`src/rtl/bch_dec_arbiter.sv`:
```
// bch_dec_arbiter: shares one pipelined BCH(15,7) decoder between two requester channels.
//
// Codewords from channel 0/1 are arbitrated round-robin, issued at most one per cycle
// into the decoder through the registered dec_codeword. A {valid, id} tag pipeline,
// one stage longer than the decoder latency, follows each word. The tag that reaches
// the last stage routes the decoder result to the channel that issued it.
//
// Ports:
//   clk, rst (synchronous, active-low), enable (0 blocks new grants, in-flight drain)
//   req0_valid/req0_ready/req0_codeword, req1_valid/req1_ready/req1_codeword
//   dec_codeword (to decoder), dec_corrected/dec_error_flag (from decoder)
//   rsp0_valid/rsp0_data/rsp0_error, rsp1_valid/rsp1_data/rsp1_error (no backpressure)
//   busy (any word in flight or response strobe pending)
//
// Optional feature, macro BCH_ARB_STATS_EN: adds stat_clr input plus saturating 16-bit
// stat_words (responses emitted) and stat_errors (responses with error=1) counters.

module bch_dec_arbiter #(
    parameter int unsigned DEC_LATENCY = 3
) (
    input  logic        clk,
    input  logic        rst,
    input  logic        enable,
    input  logic        req0_valid,
    output logic        req0_ready,
    input  logic [14:0] req0_codeword,
    input  logic        req1_valid,
    output logic        req1_ready,
    input  logic [14:0] req1_codeword,
    output logic [14:0] dec_codeword,
    input  logic [14:0] dec_corrected,
    input  logic        dec_error_flag,
    output logic        rsp0_valid,
    output logic [14:0] rsp0_data,
    output logic        rsp0_error,
    output logic        rsp1_valid,
    output logic [14:0] rsp1_data,
    output logic        rsp1_error,
`ifdef BCH_ARB_STATS_EN
    input  logic        stat_clr,
    output logic [15:0] stat_words,
    output logic [15:0] stat_errors,
`endif
    output logic        busy
);

    localparam int unsigned Stages = DEC_LATENCY + 1;

    logic              last_grant;
    logic              grant;
    logic              xfer;
    logic [Stages-1:0] tag_valid;
    logic [Stages-1:0] tag_id;
    logic              out_valid;
    logic              out_id;

    // A lone requester always wins; under contention the channel that did not win last.
    // With nobody requesting, grant points at the next channel in rotation.
    always_comb begin
        grant = ~last_grant;
        if (req0_valid && !req1_valid) begin
            grant = 1'b0;
        end else if (req1_valid && !req0_valid) begin
            grant = 1'b1;
        end
    end

    assign req0_ready = rst && enable && !grant;
    assign req1_ready = rst && enable && grant;
    assign xfer       = (req0_valid && req0_ready) || (req1_valid && req1_ready);

    assign out_valid  = tag_valid[Stages-1];
    assign out_id     = tag_id[Stages-1];

    // Issue side and tag pipeline; the pipeline never stalls.
    always_ff @(posedge clk) begin
        if (!rst) begin
            last_grant   <= 1'b1;
            dec_codeword <= '0;
            tag_valid    <= '0;
            tag_id       <= '0;
        end else begin
            for (int i = 1; i < int'(Stages); i++) begin
                tag_valid[i] <= tag_valid[i-1];
                tag_id[i]    <= tag_id[i-1];
            end
            tag_valid[0] <= xfer;
            tag_id[0]    <= grant;
            if (xfer) begin
                dec_codeword <= grant ? req1_codeword : req0_codeword;
                last_grant   <= grant;
            end
        end
    end

    // Response side: decoder output is aligned with the last tag stage.
    always_ff @(posedge clk) begin
        if (!rst) begin
            rsp0_valid <= 1'b0;
            rsp0_data  <= '0;
            rsp0_error <= 1'b0;
            rsp1_valid <= 1'b0;
            rsp1_data  <= '0;
            rsp1_error <= 1'b0;
        end else begin
            rsp0_valid <= out_valid && !out_id;
            rsp1_valid <= out_valid && out_id;
            if (out_valid && !out_id) begin
                rsp0_data  <= dec_corrected;
                rsp0_error <= dec_error_flag;
            end
            if (out_valid && out_id) begin
                rsp1_data  <= dec_corrected;
                rsp1_error <= dec_error_flag;
            end
        end
    end

    assign busy = (|tag_valid) || rsp0_valid || rsp1_valid;

`ifdef BCH_ARB_STATS_EN
    // Counters advance on the edge that raises a response strobe; clear beats increment.
    always_ff @(posedge clk) begin
        if (!rst || stat_clr) begin
            stat_words  <= '0;
            stat_errors <= '0;
        end else if (out_valid) begin
            if (stat_words != 16'hFFFF) begin
                stat_words <= stat_words + 16'd1;
            end
            if (dec_error_flag && (stat_errors != 16'hFFFF)) begin
                stat_errors <= stat_errors + 16'd1;
            end
        end
    end
`endif

endmodule
```
`config.mk`:
```
export PLATFORM = sky130hd
export DESIGN_NAME = bch_dec_arbiter
export DESIGN_NICKNAME = d
export VERILOG_FILES = /design/src/rtl/bch_dec_arbiter.sv
export SDC_FILE = /design/constraint.sdc
export NUM_CORES = 1
export LEC_CHECK = 0
export BUFFER_PORTS_ARGS = -buffer_cell sky130_fd_sc_hd__buf_4
export CELL_PAD_IN_SITES_DETAIL_PLACEMENT = 0
export CELL_PAD_IN_SITES_GLOBAL_PLACEMENT = 1
export CORE_ASPECT_RATIO = 0.9
export CORE_UTILIZATION = 33
export DETAILED_ROUTE_END_ITERATION = 16
export HOLD_SLACK_MARGIN = 0.02
export PLACE_DENSITY_LB_ADDON = 0.1
export SLEW_MARGIN = 0
export SYNTH_ARGS = -nofsm -noshare
export SYNTH_HDL_FRONTEND = slang
export SYNTH_SLANG_ARGS = --single-unit
```
`constraint.sdc`:
```
create_clock -name clk -period 1.7 [get_ports clk]
set_clock_uncertainty 0.15 [all_clocks]
set_input_delay 0.17 -clock clk [delete_from_list [all_inputs] [get_ports clk]]
set_output_delay 0.17 -clock clk [all_outputs]
set_load 0.005 [all_outputs]
```
Yosys cells after proc, flatten, opt, wreduce, memory -nomap -nowiden
Index checks and enable logic that the tools add are counted.

storage, ports and cells
  bits in read-only memories = 0
  RAM bits = 0
  latch bits = 0
  output and inout port bits = 52
  memories kept = 0
  bits of input ports = 51
  flip-flop bits (word level) = 58

cells by class
  divide/modulo/power cells = 0
  mux-type cells = 3
  $add $sub $neg = 0
  shift-type cells = 0
  bitwise operators = 1
  order comparisons = 0
  reduce and logical (&&, ||, !) cells = 17
  eq/ne operators = 0
  multiply operators = 0

operators with widths
  cell                 number
  $mux W15             1
  $logic_and A1 B1 Y1  9
  $logic_not A1 Y1     4
  $reduce_or A4 Y1     1
  $logic_or A1 B1 Y1   3
  $mux W1              2
  $not A1 Y1           1

Longest topological paths before layout
Gate-level depths: netlist of the first run.

  word-level depth = 8
  mapped depth = 6
  mapped depth without buffers = 4

Worst setup path before layout of the first run
OpenSTA, ideal clock, no wires.

  path kind = register -> output
  start = register last_grant
  end = output port req0_ready
  required time = 1.380 ns
  data arrival time = 1.102 ns
  path slack = 0.278 ns
  stages on the path, launching flop included = 5
  path through = dfxtp_1 -> buf_2 -> maj3_4 -> buf_6 -> and2_1

on the way
  cells in the longest elaborated chain, start to end = 5

RTL lines
  element                 RTL line  text
  from (decl)             49        logic last_grant;
  from (signal assigned)  91        last_grant <= grant;
  $not A1 Y1              60        grant = ~last_grant;
  $mux W1                 63        end else if (req1_valid && !req0_valid) begin
  $mux W1                 61        if (req0_valid && !req1_valid) begin
  $logic_not A1 Y1        68        assign req0_ready = rst && enable && !grant;
  $logic_and A1 B1 Y1     68
  to (decl)               25        output logic req0_ready,

No other way between the ends.

Worst setup path in the final report of the first run
  start = register last_grant
  end = register dec_codeword[2]

on the way
  cells in the longest elaborated chain, start to end = 7
  elaborated cells on any way between the ends = 10

RTL lines
  element               RTL line  text
  $not A1 Y1 (*)        60
  $mux W1 (*)           63
  $mux W1 (*)           61
  $logic_not A1 Y1      68
  $logic_and A1 B1 Y1   68
  $logic_and A1 B1 Y1   70        assign xfer = (req0_valid && req0_ready) || (req1_valid && req1_ready);
  $logic_or A1 B1 Y1    70
  to (signal assigned)  90        dec_codeword <= grant ? req1_codeword : req0_codeword;
  to (decl)             30        output logic [14:0] dec_codeword,

Mark *: on every way between the ends. The rest lies on a longest branch, timed or not.
A chain may end at the register's enable or synchronous reset.

==> impl_metrics.csv, run 1 <==
group,metric,value,unit
outcome,status,"finished clean",
synth,synth_area_per_cell,8.92,um2
timing,final_max_slew_viol_count,0,
worst_hold_path,hold_depth,3,
detailed_routing,ant_nets,0,
setup_path,startpoint_type,"flop",
synth,syn-num-nets,314,
power,ir_drop,456,uV
clock_tree,path_clk_slew,0.07,ns
placed_design,dpl.cell_count,442,
global_routing,grt_pass1_wl,10.8,mm
timing,achievable-frequency,599,MHz
clock_tree,cts_buffer_depth,2,
die,die_w,90.9,um
finish,nets,462,
finish,fillCellCount,641,
global_routing,grt_max_degree,35,
synth,yosysSeqAreaShare,49.5,%
detailed_routing,num_vias,2378,
die,start_util,34.9,%
timing,relSlewSlack,60.1,%
synth,synth_top_area_share,49.5,%
finish,seq_area,1160,um2
finish,multi_input_area,1090,um2
setup_path,worst_ep_arrival_time,1.80,ns
die,coreArea,6730,um2
clock_tree,cts_made_buffers,9,
clock_tree,cts_tree,"done",
global_routing,grt_overflow_total,0,
clock_tree,clk_latency,0.33,ns
synth,syn_area,2340,um2
setup_path,crit_fanout,6,
finish,final_util,57.9,%
detailed_routing,routed_wl,6.84,mm
timing,worstMarginPinSlew,0.598,ns
placed_design,dp_hpwl,4.27,mm
timing,final_hold_viol_count,0,
synth,synth_warnings,0,
detailed_routing,drtIter0Drc,81,
detailed_routing,wl_per_cell,13.5,um
synth,ys_types,26,
synth,yosysTopAreaCell,"dfxtp_1",
clock_tree,cts-root-buf,"clkbuf_8",
timing,holdWs,0.0123,ns
power,cellPowerDensity,810,nW/um2
timing,final.setup.tns,0,ns
detailed_routing,detail_route.vias_per_cell,4.71,
global_routing,grt_antenna_before_repair,0,
die,die_area,7450,um2
clock_tree,postCtsSetupBuffers,0,
timing,fin_crit_sh,98.3,%
timing,fin_crit,1.67,ns
placed_design,portBuffers,102,
setup_path,worstPathRequired,1.83,ns
setup_path,critPathKind,"flop to flop",
synth,ys_ff_latch,58,
global_routing,grt_pass1_vias,2202,
clock_tree,htreeDepth,3,
timing,setup_violations,0,
finish,num_antenna_cells,0,
setup_path,r2r-end,"dec_codeword[2]",
finish,fin_area,3890,um2
worst_hold_path,holdCritStartpoint,"req0_codeword[1]",
finish,syn2layout_area_growth,66.1,%
die,die_h,82.0,um
synth,synthTopCellsByArea,"dfxtp_1 (50%), nand2_1 (13%), a21boi_0 (9.6%), o2111ai_1 (5.6%), o211ai_2 (4.8%)",
worst_hold_path,min_to,"dec_codeword[1]",
die,io-pin-count,103,
global_routing,grt.total_usage,18.6,%
setup_path,worst-r2r-setup-slack,0.03,ns
setup_path,rr_worst_depth,3,
finish,drive_above_1_share,34.5,%
synth,syn_inst,263,
finish,fin_cells,505,
job,maxCapViolations,0,
placed_design,place_area,3190,um2
placed_design,gp_congestion,0.782,
clock_tree,clock_sinks,58,
die,row_count,28,
setup_path,r2r_start,"last_grant",
detailed_routing,drcViolationCount,0,
power,p_leak,1.63,nW
detailed_routing,first_pass_iters,4,
setup_path,cp-end-kind,"flop",
worst_hold_path,hold_path.class,"input pin to flop",
[report_power, final]
part	total [mW]	internal [mW]	leakage, nW	switching, mW
sequential	1.43	1.40	0.471	0.0241
combinational	0.422	0.252	1.05	0.170
clock	1.31	0.787	0.106	0.520
total	3.15	2.44	1.63	0.714
[cells by family after synthesis]
logic type / after synthesis / share of synthesized area, %
AO/OA/AOI/OAI: 65 / 23.9
adder cells (fa/ha/maj): 1 / 0.587
buffers and inverters: 25 / 5.12
flip-flops: 58 / 49.5
AND/OR/NAND/NOR: 114 / 20.9
[cell usage in the layout, fill, tap and decap left out]
cell           netlist  routed
and3_1               2       2
nand2_1             81      81
dfxtp_2              0       1
bufinv_16            0       1
inv_1                1       1
o211ai_2             9       9
nor2b_1              3       3
o211ai_1             6       6
a21boi_0            30      30
nand2b_1             1       1
inv_2                1       1
o2111ai_1           15      12
dlygate4sd3_1        0      47
nand3_1             15      15
buf_6                1       1
maj3_2               0       1
o211ai_4             1       1
buf_4                1     111
dfxtp_1             58      57
clkbuf_8             0      12
nor2_1               1       1
clkinv_2             0       1
o2111ai_2            0       3
maj3_4               1       1
and2_1              10      10
clkbuf_1             8       1
a21oi_1              1       1
o21ai_0              1       1
a21boi_1             2       2
nor4_1               1       1
[timing repair]
item | CTS | global route
setup endpoints to repair | 0 | 7
endpoints found under the hold margin | 48 | 1
hold buffers | 48 | 1
resized for setup | 0 | 5
[cell type report]
type,count,area share (%)
Timing Repair Buffer,159,33.8
Multi-Input combinational cell,181,28.1
Sequential cell,58,29.8
Tap cell,90,2.89
Clock inverter,2,0.899
Clock buffer,13,4.34
Inverter,2,0.193
[per-layer routing]
layer  up-vias  GRT usage, %  part of all wire [%]
li1       1204             -                     -
met1      1100          24.0                    46
met2        68          29.6                    48
met3         6          6.30                   5.2
met4         0          5.56                  0.95
met5         -             0                     0
[registers in the layout (all words and copies together) (netlist names)]
name and flops:
dec_codeword 15, rsp0_data 15, rsp1_data 15, tag_id 4, tag_valid 4, last_grant 1
rsp0_error 1, rsp0_valid 1, rsp1_error 1, rsp1_valid 1
[synthesized netlist by cell type (all sizes together)]
master	number
and3	2
and2	10
nand2b	1
nor4	1
o21ai	1
clkbuf	10
inv	2
nor2b	3
o2111ai	15
maj3	1
nand3	15
nor2	1
buf	13
a21oi	1
o211ai	16
dfxtp	58
a21boi	32
nand2	81
[worst max-delay path: stages (launching register included)]
cell and delay [ns]:
dfxtp_2 0.34, maj3_4 0.38, o211ai_1 0.19, dlygate4sd3_1 0.56
[how the worst max path moves through the flow]
stage,from,to,slack (ns),depth (start not counted)
detailed placement,req1_valid,dec_codeword[12],0.24,5
floorplan,last_grant,req0_ready,0.28,4
global placement,req1_valid,dec_codeword[6],0.26,5
CTS,last_grant,req0_ready,0.02,3
finish,last_grant,dec_codeword[2],0.03,3
global route,last_grant,dec_codeword[14],-0.0007,3
[per-stage QoR]
step,worst slack [ns],power (mW)
finish,0.0297,3.15
global route,-0.000711,3.29
detailed placement,0.244,1.78
floorplan,0.278,1.59
global placement,0.262,1.77
CTS,0.0156,3.19
Power figures use the tool's default switching activity.
==> run 2: changes to the inputs <==
CELL_PAD_IN_SITES_DETAIL_PLACEMENT = 1   (was 0)
==> impl_metrics.csv, run 2 (synthesis results as in run 1) <==
group,metric,value,unit
clock_tree,path_clk_slew,0.07,ns
timing,setup_violations,0,
power,power,2.98,mW
clock_tree,cts_tree,"done",
finish,syn2layout_area_growth,64.1,%
worst_hold_path,hold_path.class,"input pin to flop",
finish,num_antenna_cells,0,
finish,layout_common_cells,"buf_4 (113), nand2_1 (81), dfxtp_1 (57)",
setup_path,r2r-end,"dec_codeword[3]",
power,power_switching,0.731,mW
global_routing,grt.total_usage,20.0,%
die,die_area,7450,um2
timing,final.setup.tns,0,ns
finish,seq_area,1160,um2
finish,layout_commonest_cell,"buf_4",
clock_tree,cts-root-buf,"clkbuf_8",
finish,fin_area,3850,um2
die,row_count,28,
setup_path,worst_ep_arrival_time,1.38,ns
setup_path,r2r_start,"last_grant",
timing,relSlewSlack,76.2,%
clock_tree,cts_buffer_depth,2,
detailed_routing,ant_nets,0,
placed_design,portBuffers,102,
setup_path,startpoint_type,"flop",
clock_tree,clock_sinks,58,
timing,final_max_slew_viol_count,0,
detailed_routing,drtIter0Drc,68,
die,io-pin-count,103,
finish,fillCellCount,820,
power,seqPwrFrac,47.9,%
global_routing,grt_max_degree,35,
global_routing,grt_antenna_before_repair,0,
power,p_leak,1.60,nW
placed_design,gp_congestion,0.782,
power,p_sw_share,24.6,%
die,coreArea,6730,um2
worst_hold_path,min_to,"dec_codeword[1]",
power,pwr-share-clk,37.8,%
timing,final_hold_viol_count,0,
timing,worstMarginPinSlew,0.356,ns
detailed_routing,wl_per_cell,14.9,um
timing,fin_crit,1.70,ns
detailed_routing,num_vias,2439,
job,maxCapViolations,0,
finish,reg_top3,"dec_codeword: 15 flops, rsp0_data: 15 flops, rsp1_data: 15 flops",
finish,multi_input_area,1100,um2
setup_path,critPathKind,"flop to output pin",
finish,drive_above_1_share,35.8,%
die,die_w,90.9,um
setup_path,crit_fanout,6,
worst_hold_path,hold_depth,3,
clock_tree,cts_made_buffers,9,
power,cellPowerDensity,774,nW/um2
setup_path,rr_worst_depth,3,
die,start_util,34.9,%
detailed_routing,detail_route.vias_per_cell,4.85,
clock_tree,htreeDepth,3,
detailed_routing,routed_wl,7.50,mm
detailed_routing,drcViolationCount,0,
finish,nets,460,
clock_tree,clk_latency,0.33,ns
global_routing,grt_pass1_vias,2339,
setup_path,worstPathRequired,1.38,ns
finish,final_util,57.2,%
power,p_int,2.25,mW
power,ir_drop,467,uV
setup_path,cp-end-kind,"output pin",
power,comb_power_share,14.4,%
setup_path,worst-r2r-setup-slack,0.03,ns
die,die_h,82.0,um
worst_hold_path,holdCritStartpoint,"req0_codeword[1]",
timing,fin_crit_sh,99.9,%
timing,achievable-frequency,589,MHz
outcome,status,"finished clean",
global_routing,grt_overflow_total,0,
placed_design,dp_hpwl,4.69,mm
detailed_routing,first_pass_iters,4,
global_routing,grt_pass1_wl,11.6,mm
placed_design,place_area,3190,um2
[run 2: changes by cell type in the layout (fill, tap and decap cells not counted)]
cell | before | now
clkinvlp_4 | 0 | 1
and2_1 | 10 | 9
buf_4 | 111 | 113
clkinv_2 | 1 | 3
o2111ai_1 | 12 | 11
inv_1 | 1 | 0
dlygate4sd3_1 | 47 | 43
bufinv_16 | 1 | 0
and2_2 | 0 | 1
o2111ai_2 | 3 | 4
clkbuf_8 | 12 | 11
[run 2: timing repair]
action	CTS	global route
endpoints found under the setup margin	0	9
hold endpoints to repair	47	1
buffers inserted	0	2
hold buffers	45	1
resized for setup	0	8
[run 2: per-layer routing]
metal / track usage, % / vias up / wire length, um
li1: - / 1200 / -
met1: 24.6 / 1154 / 3300
met2: 32.7 / 74 / 3650
met3: 6.20 / 11 / 425
met4: 8.73 / 0 / 124
met5: 0 / - / 0
[run 2: stage by stage]
step	setup slack, ns	cells	hold slack [ns]
2_1_floorplan	0.278	263	0.155
3_3_place_gp	0.262	442	0.267
3_5_place_dp	0.238	442	0.273
4_1_cts	0.0155	502	0.0213
5_1_grt	-0.0454	503	0.0383
6_report	0.00143	503	0.0104
[run 2: power groups by stage]
stage,sequential (mW),combinational [mW],clock [mW]
after global routing,1.43,0.466,1.22
after floorplan,1.45,0.136,0
after detailed placement,1.45,0.327,0
after CTS,1.42,0.416,1.16
final,1.42,0.429,1.12
after global placement,1.45,0.322,0
[run 2: area by class of cell]
class | instances | area share [%]
Timing Repair Buffer | 157 | 33.5
Sequential cell | 58 | 30.2
Multi-Input combinational cell | 181 | 28.6
Clock buffer | 12 | 4.03
Tap cell | 90 | 2.93
Clock inverter | 3 | 0.390
Inverter | 2 | 0.293
[run 2: worst max-delay path by stage]
stage / startpoint / end / slack, ns / cells past startpoint
global placement: req1_valid / dec_codeword[6] / 0.26 / 5
finish: last_grant / req1_ready / 0.001 / 3
floorplan: last_grant / req0_ready / 0.28 / 4
detailed placement: req1_valid / dec_codeword[12] / 0.24 / 5
CTS: last_grant / dec_codeword[2] / 0.02 / 3
global route: last_grant / req1_ready / -0.05 / 3
[run 2: critical path: stages (launching register included)]
cell     delay (ns)
dfxtp_2        0.34
maj3_4         0.38
nor2b_1        0.19
buf_4          0.15
